==> src/rtl/panel_loader.sv <==
// Front-panel operator: turns (addr, data) words into timed Load-PC /
// Deposit button sequences, then starts the program and waits for halt.
module panel_loader #(
    parameter int SETUP_CYCLES   = 10,
    parameter int PRESS_CYCLES   = 10,
    parameter int RELEASE_CYCLES = 10,
    parameter bit AUTO_INC_SKIP  = 1'b0
) (
    input  logic        clock,
    input  logic        reset,
    input  logic        in_valid,
    output logic        in_ready,
    input  logic [11:0] in_addr,
    input  logic [11:0] in_data,
    input  logic        in_last,
    input  logic [11:0] start_pc,
    input  logic        run_led,
    output logic [12:0] sw,
    output logic        btnl,
    output logic        btnd,
    output logic        busy,
    output logic        done,
    output logic [12:0] words_loaded
);

    localparam int CW = 16;

    typedef enum logic [3:0] {
        IDLE,
        ADDR_SETUP,
        LPC_PRESS,
        LPC_RELEASE,
        DATA_SETUP,
        DEP_PRESS,
        DEP_RELEASE,
        START_SETUP,
        START_PRESS,
        START_RELEASE,
        RUN_ARM,
        RUNNING,
        DONE
    } state_t;

    state_t        state;
    state_t        state_next;
    logic [CW-1:0] cnt;
    logic [CW-1:0] cnt_next;
    logic [11:0]   addr_q;
    logic [11:0]   data_q;
    logic [11:0]   pc_q;
    logic [11:0]   prev_addr;
    logic          last_q;
    logic          prev_valid;
    logic          led_q;
    logic          accept;
    logic          skip_hit;
    logic          tick;
    logic          dep_done;
    logic [11:0]   sw_val_next;
    logic          btnl_next;
    logic          btnd_next;
    logic          run_next;

    // Counter reload value for each timed state (N-1, advance on 0)
    function automatic logic [CW-1:0] dur(input state_t s);
        case (s)
            ADDR_SETUP, DATA_SETUP, START_SETUP:
                dur = CW'(SETUP_CYCLES - 1);
            LPC_PRESS, DEP_PRESS, START_PRESS:
                dur = CW'(PRESS_CYCLES - 1);
            LPC_RELEASE, DEP_RELEASE, START_RELEASE:
                dur = CW'(RELEASE_CYCLES - 1);
            default:
                dur = '0;
        endcase
    endfunction

    assign in_ready = (state == IDLE);
    assign busy     = (state != IDLE) && (state != DONE);
    assign accept   = in_valid && in_ready;
    assign tick     = (cnt == '0);
    assign dep_done = (state == DEP_RELEASE) && tick;
    assign skip_hit = AUTO_INC_SKIP && prev_valid
                      && (in_addr == prev_addr + 12'd1);

    always_comb begin
        state_next = state;
        cnt_next   = cnt;
        unique case (state)
            IDLE:
                if (accept)
                    state_next = skip_hit ? DATA_SETUP : ADDR_SETUP;
            ADDR_SETUP:    if (tick) state_next = LPC_PRESS;
            LPC_PRESS:     if (tick) state_next = LPC_RELEASE;
            LPC_RELEASE:   if (tick) state_next = DATA_SETUP;
            DATA_SETUP:    if (tick) state_next = DEP_PRESS;
            DEP_PRESS:     if (tick) state_next = DEP_RELEASE;
            DEP_RELEASE:
                if (tick)
                    state_next = last_q ? START_SETUP : IDLE;
            START_SETUP:   if (tick) state_next = START_PRESS;
            START_PRESS:   if (tick) state_next = START_RELEASE;
            START_RELEASE: if (tick) state_next = RUN_ARM;
            RUN_ARM:       if (run_led) state_next = RUNNING;
            RUNNING:
                if (led_q && !run_led)
                    state_next = DONE;
            DONE:          state_next = DONE;
            default:       state_next = IDLE;
        endcase

        if (state_next != state)
            cnt_next = dur(state_next);
        else if (!tick)
            cnt_next = cnt - 1'b1;

        // Switch value only moves on entry to a setup state
        sw_val_next = sw[11:0];
        if (state_next != state) begin
            case (state_next)
                ADDR_SETUP:  sw_val_next = in_addr;
                DATA_SETUP:  sw_val_next = (state == IDLE) ? in_data : data_q;
                START_SETUP: sw_val_next = pc_q;
                default:     sw_val_next = sw[11:0];
            endcase
        end

        btnl_next = (state_next == LPC_PRESS) || (state_next == START_PRESS);
        btnd_next = (state_next == DEP_PRESS);
        run_next  = (state_next == RUN_ARM) || (state_next == RUNNING);
    end

    always_ff @(posedge clock) begin
        if (reset) begin
            state        <= IDLE;
            cnt          <= '0;
            sw           <= '0;
            btnl         <= 1'b0;
            btnd         <= 1'b0;
            done         <= 1'b0;
            words_loaded <= '0;
            addr_q       <= '0;
            data_q       <= '0;
            pc_q         <= '0;
            last_q       <= 1'b0;
            prev_addr    <= '0;
            prev_valid   <= 1'b0;
            led_q        <= 1'b0;
        end else begin
            state <= state_next;
            cnt   <= cnt_next;
            sw    <= {run_next, sw_val_next};
            btnl  <= btnl_next;
            btnd  <= btnd_next;
            done  <= (state_next == DONE);
            led_q <= run_led;
            if (accept) begin
                addr_q <= in_addr;
                data_q <= in_data;
                last_q <= in_last;
                if (in_last)
                    pc_q <= start_pc;
            end
            if (dep_done) begin
                prev_addr  <= addr_q;
                prev_valid <= 1'b1;
                if (words_loaded != 13'd4096)
                    words_loaded <= words_loaded + 13'd1;
            end
        end
    end

endmodule
==> config.mk <==
export PLATFORM = sky130hd
export DESIGN_NAME = panel_loader
export DESIGN_NICKNAME = d
export VERILOG_FILES = /design/src/rtl/panel_loader.sv
export SDC_FILE = /design/constraint.sdc
export NUM_CORES = 1
export LEC_CHECK = 0
export CORE_AREA = 2 2 109 111
export DETAILED_ROUTE_END_ITERATION = 12
export DIE_AREA = 0 0 111 113
export PLACE_DENSITY = 0.67
export SYNTH_ARGS = -nofsm -noshare
export SYNTH_HDL_FRONTEND = slang
export SYNTH_SLANG_ARGS = --single-unit
==> constraint.sdc <==
create_clock -name clock -period 3.2 [get_ports clock]
set_clock_uncertainty 0.15 [all_clocks]
set_input_delay 0.48 -clock clock [delete_from_list [all_inputs] [get_ports clock]]
set_output_delay 0.48 -clock clock [all_outputs]
set_load 0.02 [all_outputs]
---- After elaboration in Yosys (flattened, before gate mapping) ----
Memory sizes are Yosys's and may differ from the RTL's.
Index checks and enable logic that the tools add are counted.
word-level totals
  bits in registers ....................... 75
  bits in read-only memories .............. 32
  bits of input ports ..................... 41
  output and inout bits ................... 31
  memories ................................ 1
operators by class
  add/sub/neg operators ................... 2
  equal/unequal tests ..................... 25
  muxes and demuxes ....................... 18
  reductions and logical operators ........ 14
memories
  name             depth  bits a word  read ports  clocked after Yosys merged registers in  wr ports  line  source
  (no name shown)  16     2            1           0                                        0         66    case (s)
operators with widths
  operator                                                count
  one-hot mux 4 bit (13 select lines)                     1
  2-to-1 mux 4 bit                                        12
  == test 4 bit (second input constant)                   9
  one-hot mux 12 bit (3 select lines)                     1
  2-to-1 mux 16 bit                                       2
  == test 4 x 3 -> 1 bit (second input constant)          7
  logical NOT 16 bit                                      1
  subtractor 16 x 1 -> 16 bit (second input constant)     1
  adder 13 x 1 -> 13 bit (second input constant)          1
  inequality test 13 bit (second input constant)          1
  == test 4 x 2 -> 1 bit (second input constant)          3
  2-to-1 mux 12 bit                                       1
  == test 4 x 1 -> 1 bit (second input constant)          2
  AND reduction 2 bit                                     3
  logical AND 1 bit                                       4
  logical NOT 4 bit                                       1
  inequality test 4 bit                                   1
  inequality test 4 bit (second input constant)           1
  nonzero test 4 bit                                      1
  2-to-1 mux 3 bit                                        1
  nonzero test 3 bit                                      1
  logical OR 1 bit                                        2
  inequality test 2 x 1 -> 1 bit (second input constant)  1
  logical NOT 1 bit                                       1

---- Logic depth before layout (Yosys ltp) ----
Gate-level depths: netlist of the first run.
  word-level depth ........................ 7
  mapped depth ............................ 12

---- Least setup slack after synthesis of the first run ----
Ideal clock, no wire load.
  path kind ............................... register -> register
  start point ............................. register cnt[0]
  end point ............................... register sw[11]
  setup time .............................. 0.135 ns
  arrival time ............................ 2.315 ns
  required time ........................... 2.915 ns
  slack ................................... 0.600 ns
  cell stages (with the launch flop) ...... 12
  path buffers ............................ 2
  cells stage by stage .................... dfxtp_1 inv_1 ha_1 nor4b_2 and4_4 buf_8 a31oi_1 o21a_1 nor3b_2 buf_2 a222oi_1 a211oi_2
between the ends
  cells in the longest elaborated chain, start to end .. 6
ends and longest elaborated chain
  what                                                              line  source
  start, declared                                                   46    logic [CW-1:0] cnt;
  start signal, assigned                                            151   cnt <= cnt_next;
  logical NOT 16 bit (*)                                            81    assign tick = (cnt == '0);
  2-to-1 mux 4 bit (tied with other cells)                          103   START_RELEASE: if (tick) state_next = RUN_ARM;
  one-hot mux 4 bit (13 select lines) (*)                           89    unique case (state)
  == test 4 x 3 -> 1 bit or == test 4 x 1 -> 1 bit (tied branches)  120   case (state_next)
  nonzero test 3 bit (no source line)                               -
  AND reduction 2 bit (no source line)                              -
  end signal, assigned                                              152   sw <= {run_next, sw_val_next};
  end, declared                                                     18    output logic [12:0] sw,
Mark *: on every way between the ends. The rest lies on a longest branch, timed or not.
A chain may end at the register's enable or synchronous reset.

---- Final worst setup path of the first run ----
  start point ............................. register state[3]
  end point ............................... register sw[8]
between the ends
  cells in the longest elaborated chain, start to end .. 7
ends and longest elaborated chain
  what                                                              line         source
  start, declared                                                   44           state_t state;
  start signal, assigned                                            150          state <= state_next;
  logical NOT 4 bit                                                 78, 89, 122
  logical AND 1 bit                                                 80           assign accept = in_valid && in_ready;
  2-to-1 mux 4 bit                                                  91           if (accept)
  one-hot mux 4 bit (13 select lines)                               89
  == test 4 x 3 -> 1 bit or == test 4 x 1 -> 1 bit (tied branches)  120
  nonzero test 3 bit (no source line)                               -
  AND reduction 2 bit (no source line)                              -
Parallel ways exist; a longest one is shown, timed or not.

==> metrics, run 1 <==
Power Density=833.5 mW/mm^2; grt total ovfl=0; CTS sink count=75; largest family of logic cells by synthesized area=simple AND/OR/NAND/NOR gates; Worst setup EP type=register; post-synthesis sequential area ratio=38.22%; postcts setup bufs=0; syn_nets=532; Static Leak=approximately 0.0019 uW; Mean Syn Cell Area=around 8 um^2; WS Path Type=reg2reg; most frequent cell after synthesis=dfxtp_1; hold depth=2; clk buf depth=2; Reg power frac=30.3%; post-detail-place hpwl=slightly above 7000 um; final hold vios=0; Final Cycle Share=about nine tenths; Critical path buffers and inverters=1; Critical-path top delay cell=dfxtp_1; Post-DRT Antenna Nets=0; # IOs=72; # Max-Cap Violations=0; nets=596; largest net degree at the start of global routing=47; post-route DRC violation count=0; Synth cell types=57; leading post-synthesis cells by cell area=dfxtp_1, nand2_1, a21oi_1; Clock Latency Late Sink=0.34 ns; share of flip-flops with an asynchronous set or reset=0%; RSZ-0062 raised after global routing=false; YS warnings=0; EDFF count, synth=0; power share of the clock group=24.7%; Initial DRC Count=325; crit-path max FO=24; Psw=1591 uW; Slew headroom=58.90%; share of the synthesized area in the top cell type=38.22%; CP required=~3.3 ns; switch share=37.78%; Reg clk slew, reported paths=about 0.05 ns; Reg-to-Reg Start=state[3]$_SDFF_PP0_; status=finished clean; H-tree Lvls=3; Slew @ Worst Pin=0.6156 ns; vias in the first global route=3,344; Fmax=342.8 MHz; Die Y=between 100 and 150 um; CP cell instances=nor3_1, a2111oi_2, a211o_2, nand4_2, a311oi_4, buf_4, nand4_1, a21oi_1; Via-to-Cell Ratio=5.087; mux contribution to synthesized area=3.567%; worst reg2reg path depth=8; Site Rows=39; Final min period=2.917 ns; simple-gate share of the synthesized area=32.07%; HP Class=reg2reg; xor/xnor cell area share of the yosys netlist=under 10%; Comb pwr share=45.0%; CP arrival=3.03 ns; VDD IR-drop max=343.1 uV; die width=111 um; post-DR wirelength/cell=13.94 um; layout overhead on the synthesized area=28.60%; r2r endpoint=sw[8]$_SDFFE_PP0P_; Antenna diodes=0; Startpoint Class=register; Crit path max-delay family=compound AO/OA/AOI/OAI gates; gpl congestion=0.8626; cell internal pwr=roughly 2600 uW; first-pass GRT wire length=16,320 um; Setup TNS=0 ns; Root Driver=clkbuf_16; pre-CTS setup slack=between 0.15 and 0.2 ns; share of cells above drive strength 1=8.618%; die area=roughly 0.013 mm^2; r2r setup slk=between 0.2 and 0.3 ns; Cells after Synth=488; core footprint=~0.011 mm^2; CTS tree=done; Final Max Slew Viols=0; post-synthesis adder-cell area fraction=0.9554%; worst hold slack=0.3002 ns; cts bufs inserted=9; fin worst setup slack=0.2830 ns; starting density of the core=34.85%; Hold EP=pc_q[6]$_SDFFE_PP0P_; routed vias=3,561; routed wire length=9758 um; Worst path max stage delay=0.71 ns; Post-Syn Area=between 0.003 and 0.004 mm^2; IO Port Bufs=71; Finish-stage setup viols=0; Synth Flop Type=dfxtp_1; FF+latch count, synth=75; initial antenna violation count=0; First-pass DRT Iterations=5; leading area contributor after synthesis=dfxtp_1; compound-cell area share of the yosys netlist=approximately 16%; GR Util All Layers=approximately 16%; hold wc startpoint=pc_q[6]$_SDFFE_PP0P_; synth cell count leaders=dfxtp_1, nand2_1, nor2_1, a21oi_1, nand2b_1
[tightest hold or removal path: stages, from the launching register on]
cell	delay, ns
dfxtp_1	0.30
nand2_1	0.05
a21oi_1	0.05
[logic make-up after synthesis]
kind of cell               Yosys count
xor gates and xnor gates            20
AOI/OAI and AO/OA                   94
buffers and inverters               41
adders and majority gates            3
muxes                               14
DFF                                 75
and+or+nand+nor                    241
[per-layer routing]
layer / vias up / wire length, um / track usage [%]
li1: 1809 / - / -
met1: 1650 / 4440 / 20.77
met2: 90 / 4658 / 25.69
met3: 12 / 500 / 3.696
met4: 0 / 158 / 7.000
met5: - / 0 / 0
[through the flow]
| stage | area, um^2 | utilization, % | std cells | total power, uW |
|---|---|---|---|---|
| after CTS | 5050 | 44.80 | 700 | 4240 |
| after detailed placement | 4742 | 42.07 | 684 | 3185 |
| final | 5052 | 44.82 | 700 | 4211 |
| after floorplan | 3929 | - | 488 | 2741 |
| after global routing | 5052 | 44.82 | 700 | 4520 |
| after global placement | 4742 | 42.07 | 684 | 3143 |
[placed cells by master, fill, tap and decap left out, types with 2 or more instances in the layout]
master / n
clkdlybuf4s50_1: 70
nor3_1: 12
buf_4: 11
dfxtp_1: 74
nand2b_1: 35
nor4b_1: 2
or3_1: 7
nor4_4: 3
ha_1: 3
nor4_1: 4
inv_1: 11
nand3_1: 7
a31oi_1: 2
a211oi_4: 3
o211ai_1: 2
nor2_1: 55
a21oi_1: 51
clkbuf_8: 3
nand3b_1: 2
and3_1: 15
clkbuf_16: 9
nand2_1: 69
o2111ai_1: 2
mux2i_1: 14
nor2b_1: 5
nand4_1: 14
o2bb2ai_1: 2
clkbuf_1: 3
xor2_1: 8
xnor2_1: 12
o21ai_0: 18
[layout make-up]
class	count	area (um^2)
clock buffers	15	277.8
clock inverters	1	30.03
fillers	1106	6220
inverters	12	45.04
multi-input cells	372	2230
flip-flops and latches	75	1503
well taps	143	178.9
repair buffers	82	788.3
[state kept, by name (all words and copies together), names as in the netlist]
name	flops
btnl	1
state	4
sw	13
done	1
pc_q	12
data_q	12
btnd	1
words_loaded	13
last_q	1
led_q	1
cnt	16
[timing repair]
| action | in CTS | in global routing |
|---|---|---|
| gates resized for setup | 0 | 2 |
| setup endpoints to repair | 0 | 12 |
| hold buffers | 0 | 0 |
[power by group through the flow]
stage | clock, uW | combinational, uW | sequential (uW)
floorplan | 0 | 1430 | 1310
global placement | 0 | 1860 | 1290
detailed placement | 0 | 1890 | 1290
CTS | 1060 | 1900 | 1280
global route | 1110 | 2110 | 1300
finish | 1040 | 1890 | 1280
[how the worst max path moves through the flow]
stage	start	end	slack (ns)	depth (start not counted)
final	state[3]$_SDFF_PP0_	sw[8]$_SDFFE_PP0P_	0.28	8
after global routing	cnt[0]$_SDFFE_PP0P_	sw[8]$_SDFFE_PP0P_	0.003	11
after CTS	cnt[0]$_SDFFE_PP0P_	sw[8]$_SDFFE_PP0P_	0.18	11
after detailed placement	cnt[0]$_SDFFE_PP0P_	sw[8]$_SDFFE_PP0P_	0.19	11
after global placement	run_led	cnt[1]$_SDFFE_PP0P_	0.32	6
after floorplan	cnt[0]$_SDFFE_PP0P_	sw[11]$_SDFFE_PP0P_	0.60	11
Power figures use the tool's default switching activity.
==> run 2: changes to the inputs <==
--- a/config.mk
+++ b/config.mk
@@ -9,6 +9,7 @@
 export DETAILED_ROUTE_END_ITERATION = 12
 export DIE_AREA = 0 0 111 113
 export PLACE_DENSITY = 0.67
+export REMOVE_ABC_BUFFERS = 1
 export SYNTH_ARGS = -nofsm -noshare
 export SYNTH_HDL_FRONTEND = slang
 export SYNTH_SLANG_ARGS = --single-unit
==> run 2 against run 1 <==
Wire length up 2.0%. Clock power down 10%. Sequential cell count unchanged. Critical endpoint is now sw[5]$_SDFFE_PP0P_. Largest power group unchanged.
==> metrics, run 2 (synthesis gave the netlist of run 1 again) <==
Post-CTS Hold Fix Bufs=0; Worst path max stage delay=0.45 ns; Reg clk slew, reported paths=roughly 0.06 ns; post-route DRC violation count=0; switch share=39.03%; Setup TNS=0 ns; WS Path Type=reg2reg; IO Port Bufs=71; CP cell instances=inv_1, ha_1, nor4b_2, inv_1, nor4_1, o21a_1, nand2_1, a311oi_4, buf_12, nand2b_1, a21oi_1; Post-Place Cells=a little under 700; die width=111 um; nets=about 600; # IOs=72; Antenna diodes=0; Finish-stage setup viols=0; CTS tree=done; Initial DRC Count=about 170; Crit path max-delay family=simple AND/OR/NAND/NOR gates; initial antenna violation count=0; H-tree Lvls=3; CP dominant cell by count=inv_1; starting density of the core=34.85%; Psw=1619 uW; Final min period=2.949 ns; cell internal pwr=between 2000 and 3000 uW; Static Leak=roughly 0.0019 uW; post_cts resized=0; most common cell after layout, fill and taps aside=dfxtp_1; met3 usage=4.767%; status=finished clean; Final Max Slew Viols=0; Biggest register=cnt; area of the multi-input gates=0.002228 mm^2; cts bufs inserted=9; Slew headroom=57.65%; CP arrival=3.01 ns; postcts setup bufs=0; largest net degree at the start of global routing=38; storage element area=about 0.0015 mm^2; GR Layer Usage met1=20.86%; layout overhead on the synthesized area=28.50%; # Max-Cap Violations=0; die area=around 0.013 mm^2; clk buf depth=2; Startpoint Class=register; Largest register FFs=16; HP Class=reg2reg; gpl congestion=~0.86; routed wire length=roughly 10000 um; CP required=3.26 ns; Post-DRT Antenna Nets=0; final cell count without fillers=around 700; Fmax=339.2 MHz; Filler cells=1,127; GR Util All Layers=16.38%; post-DR wirelength/cell=14.18 um; pre-CTS setup slack=0.1198 ns; Site Rows=39; Final Cycle Share=92.14%; core footprint=0.01127 mm^2; Die Y=around 110 um; final hold vios=0; Slew @ Worst Pin=0.6344 ns; Clock Latency Late Sink=0.34 ns; First-pass DRT Iterations=5; crit-path max FO=24; Root Driver=clkbuf_16; Via-to-Cell Ratio=5.189; biggest regs=cnt (16), sw (13), words_loaded (13); grt total ovfl=0; CTS sink count=75; Critical-path top delay cell=o21a_1; Reg power frac=30.5%; VDD IR-drop max=321.7 uV; commonest non-fill, non-tap cells in the layout=dfxtp_1, clkdlybuf4s50_1, nand2_1, nor2_1, a21oi_1; post-detail-place hpwl=approximately 7100 um; share of cells above drive strength 1=9.123%; routed vias=3,643; power share of the clock group=22.6%; first-pass GRT wire length=16,760 um; GR Util met2=roughly 27%; GRT Max-Usage Layer=met2; Worst setup EP type=register; fin worst setup slack=~0.25 ns; Critical path buffers and inverters=3; Comb pwr share=47.0%; vias in the first global route=between 3,000 and 4,000; RSZ-0062 raised after global routing=false; Power Density=roughly 820 mW/mm^2
[run 2: changes by cell type in the layout (fill, tap and decap cells not counted), sizes merged]
cell / previous run / this run
inv: 12 / 13
clkinv: 0 / 4
clkbuf: 15 / 10
buf: 12 / 14
clkinvlp: 0 / 1
bufinv: 1 / 0
[run 2: path summary, 6_finish.rpt]
| kind | start | endpoint | slack (ns) | depth (start not counted) |
|---|---|---|---|---|
| min | data_q[0]$_SDFFE_PP0P_ | data_q[0]$_SDFFE_PP0P_ | 0.30 | 2 |
| max | cnt[0]$_SDFFE_PP0P_ | sw[5]$_SDFFE_PP0P_ | 0.25 | 11 |
| max reg2reg | cnt[0]$_SDFFE_PP0P_ | sw[5]$_SDFFE_PP0P_ | 0.25 | 11 |
| min reg2reg | data_q[0]$_SDFFE_PP0P_ | data_q[0]$_SDFFE_PP0P_ | 0.30 | 2 |
[run 2: power groups by stage]
stage,Combinational [uW],Sequential (uW),Clock (uW)
6_report,1950,1260,936
5_1_grt,2140,1290,1010
4_1_cts,1950,1260,966
3_5_place_dp,1950,1280,0
3_3_place_gp,1910,1270,0
2_1_floorplan,1280,1330,0
[run 2: final cells by class]
class	instances	share of cell area (%)
clock inverters	6	0.7931
clock buffers	10	4.734
multi-input cells	372	44.14
well taps	143	3.544
flip-flops and latches	75	29.74
repair buffers	84	16.16
inverters	12	0.8922
[run 2: tightest hold or removal path, cell delays in order (launching register included)]
cell	delay (ns)
dfxtp_1	0.31
nand2_1	0.05
a21oi_1	0.05
[run 2: stage by stage]
step	cell area, um^2	total power [uW]	util [%]	hold WS (ns)
after floorplan	3775	2608	-	0.2752
after global placement	4770	3183	42.31	0.2890
after detailed placement	4770	3227	42.31	0.2925
after CTS	5049	4185	44.79	0.3005
after global routing	5049	4433	44.79	0.3202
final	5049	4148	44.79	0.3024
[run 2: metal layers]
metal	up-vias	part of all wire, %	routed length [um]
met4	0	1.4	141
li1	1809	-	-
met5	-	0	0
met3	12	6.0	598
met2	128	47	4685
met1	1694	45	4527
==> run 3: changes to the inputs <==
--- a/config.mk
+++ b/config.mk
@@ -5,10 +5,10 @@
 export SDC_FILE = /design/constraint.sdc
 export NUM_CORES = 1
 export LEC_CHECK = 0
-export CORE_AREA = 2 2 109 111
+export CORE_AREA = 2 2 90 92
 export DETAILED_ROUTE_END_ITERATION = 12
-export DIE_AREA = 0 0 111 113
-export PLACE_DENSITY = 0.67
+export DIE_AREA = 0 0 92 94
+export PLACE_DENSITY = 0.88
 export REMOVE_ABC_BUFFERS = 1
 export SYNTH_ARGS = -nofsm -noshare
 export SYNTH_HDL_FRONTEND = slang
==> run 3 against run 2 <==
Wire length down 3.7%. Count of clock-buffer cells in the layout up 2. Global-route usage up 7.0 points. Register-to-register slack better by 0.06 ns. Hold slack better by 0.0034 ns. Combinational power down 3%. Critical endpoint is now sw[3]$_SDFFE_PP0P_.
==> metrics, run 3 (synthesis gave the netlist of run 1 again) <==
Worst path max stage delay=0.40 ns; Finish-stage setup viols=0; Largest register FFs=16; Via-to-Cell Ratio=5.498; commonest non-fill, non-tap cells in the layout=dfxtp_1, clkdlybuf4s50_1, nand2_1, nor2_1, a21oi_1; die area=0.008648 mm^2; layout overhead on the synthesized area=25.19%; Post-CTS Hold Fix Bufs=0; Slew @ Worst Pin=0.5404 ns; CTS tree=done; nets=just under 600; Root Driver=clkbuf_8; Die Y=94 um; Initial DRC Count=around 240; Final Util=between 60 and 70%; r2r endpoint=sw[3]$_SDFFE_PP0P_; post-DR wirelength/cell=14.55 um; Reg-to-Reg Start=cnt[0]$_SDFFE_PP0P_; biggest regs=cnt (16), sw (13), words_loaded (13); met3 usage=5.297%; worst hold slack=0.3058 ns; GRT Max-Usage Layer=met2; H-tree Lvls=3; Fmax=between 300 and 400 MHz; CTS sink count=75; Final Max Slew Viols=0; CP cell instances=inv_1, ha_1, nor4b_2, and4_4, a211oi_4, a211oi_4, nand4_2, a311oi_4, buf_4, nand2b_1, a21oi_1; Slew headroom=63.92%; post_cts resized=0; Area after DPL=0.004691 mm^2; share of cells above drive strength 1=under 10%; clk buf depth=2; hold depth=2; gpl congestion=0.9563; starting density of the core=51.64%; grt total ovfl=0; CP dominant cell by count=a211oi_4; initial antenna violation count=0; # IOs=72; crit-path max FO=24; status=finished clean; routed vias=between 3,000 and 4,000; first-pass GRT wire length=roughly 16,000 um; Antenna diodes=0; largest net degree at the start of global routing=39; core footprint=0.007607 mm^2; RSZ-0062 raised after global routing=false; cts bufs inserted=9; Site Rows=32; most common cell after layout, fill and taps aside=dfxtp_1; GR Layer Usage met1=28.87%; vias in the first global route=3,617; # Max-Cap Violations=0; Hold EP=pc_q[7]$_SDFFE_PP0P_; HP Class=reg2reg; Finished Cell Area=0.004918 mm^2; postcts setup bufs=0; IO Port Bufs=71; r2r setup slk=roughly 0.32 ns; Startpoint Class=register; Clock Latency Late Sink=0.35 ns; VDD IR-drop max=700.8 uV; Filler cells=630; GR Util All Layers=23.34%; Biggest register=cnt; Static Leak=0.001823 uW; Post-DRT Antenna Nets=0; GR Util met2=40.01%; routed wire length=9588 um; CP arrival=2.96 ns; Reg clk slew, reported paths=0.08 ns; Final Cycle Share=around nine tenths; WS Path Type=reg2reg; post-detail-place hpwl=6621 um; Power Density=between 800 and 900 mW/mm^2; worst reg2reg path depth=11; Critical-path top delay cell=and4_4; hold wc startpoint=pc_q[7]$_SDFFE_PP0P_; CP required=about 3.3 ns; final hold vios=0; post-route DRC violation count=0; First-pass DRT Iterations=5; Final min period=2.884 ns; Worst setup EP type=register; die width=92 um
[run 3: cell types whose count changed in the layout (fill, tap and decap cells not counted)]
cell,before,now
clkinv_4,1,0
clkbuf_8,1,11
bufinv_16,0,2
clkbuf_16,9,0
clkbuf_1,0,1
inv_6,1,0
buf_12,1,0
buf_4,12,11
clkinv_2,3,1
[run 3: cell type report]
class                           count  area [um^2]  area share, %
Multi-Input combinational cell    372         2228          45.31
Sequential cell                    75         1501          30.53
Timing Repair Buffer               82        788.3          16.03
Clock buffer                       12        155.1          3.154
Tap cell                          102        127.6          2.595
Clock inverter                      4        72.57          1.475
Inverter                           12        45.04         0.9158
[run 3: worst max-delay path by stage]
| stage | endpoint | cells past startpoint | slack (ns) | start |
|---|---|---|---|---|
| after detailed placement | cnt[1]$_SDFFE_PP0P_ | 6 | 0.33 | in_valid |
| after global placement | sw[3]$_SDFFE_PP0P_ | 11 | 0.43 | cnt[0]$_SDFFE_PP0P_ |
| after global routing | sw[7]$_SDFFE_PP0P_ | 11 | 0.06 | cnt[0]$_SDFFE_PP0P_ |
| after CTS | sw[3]$_SDFFE_PP0P_ | 11 | 0.30 | cnt[0]$_SDFFE_PP0P_ |
| final | sw[3]$_SDFFE_PP0P_ | 11 | 0.32 | cnt[0]$_SDFFE_PP0P_ |
| after floorplan | sw[0]$_SDFFE_PP0P_ | 8 | -0.22 | state[1]$_SDFF_PP0_ |
[run 3: where the power goes]
part	switching [uW]	internal [uW]	leakage, uW
sequential	163	1110	0.000611
clock	345	481	0.000113
combinational	1070	824	0.00110
total	1580	2420	0.00182
[run 3: per-layer routing]
metal	wire [um]	vias to the layer above
li1	-	1806
met1	4251	1684
met2	4542	118
met3	604	15
met4	189	0
met5	0	-
[run 3: critical path, delay by kind of cell, from the launching register on]
kind | cells | cell delay, ns
fa+ha+maj | 1 | 0.19
flops | 1 | 0.33
compound gates | 4 | 0.72
simple gates | 4 | 1.00
buf+inv | 2 | 0.37
[run 3: stage by stage]
step,setup TNS (ns),setup slack [ns],total power [uW],std cells
after floorplan,-2.660,-0.2243,2608,459
after global placement,0,0.4259,3098,643
after detailed placement,0,0.3347,3174,643
after CTS,0,0.2989,4005,659
after global routing,0,0.05893,4268,659
final,0,0.3162,3993,659
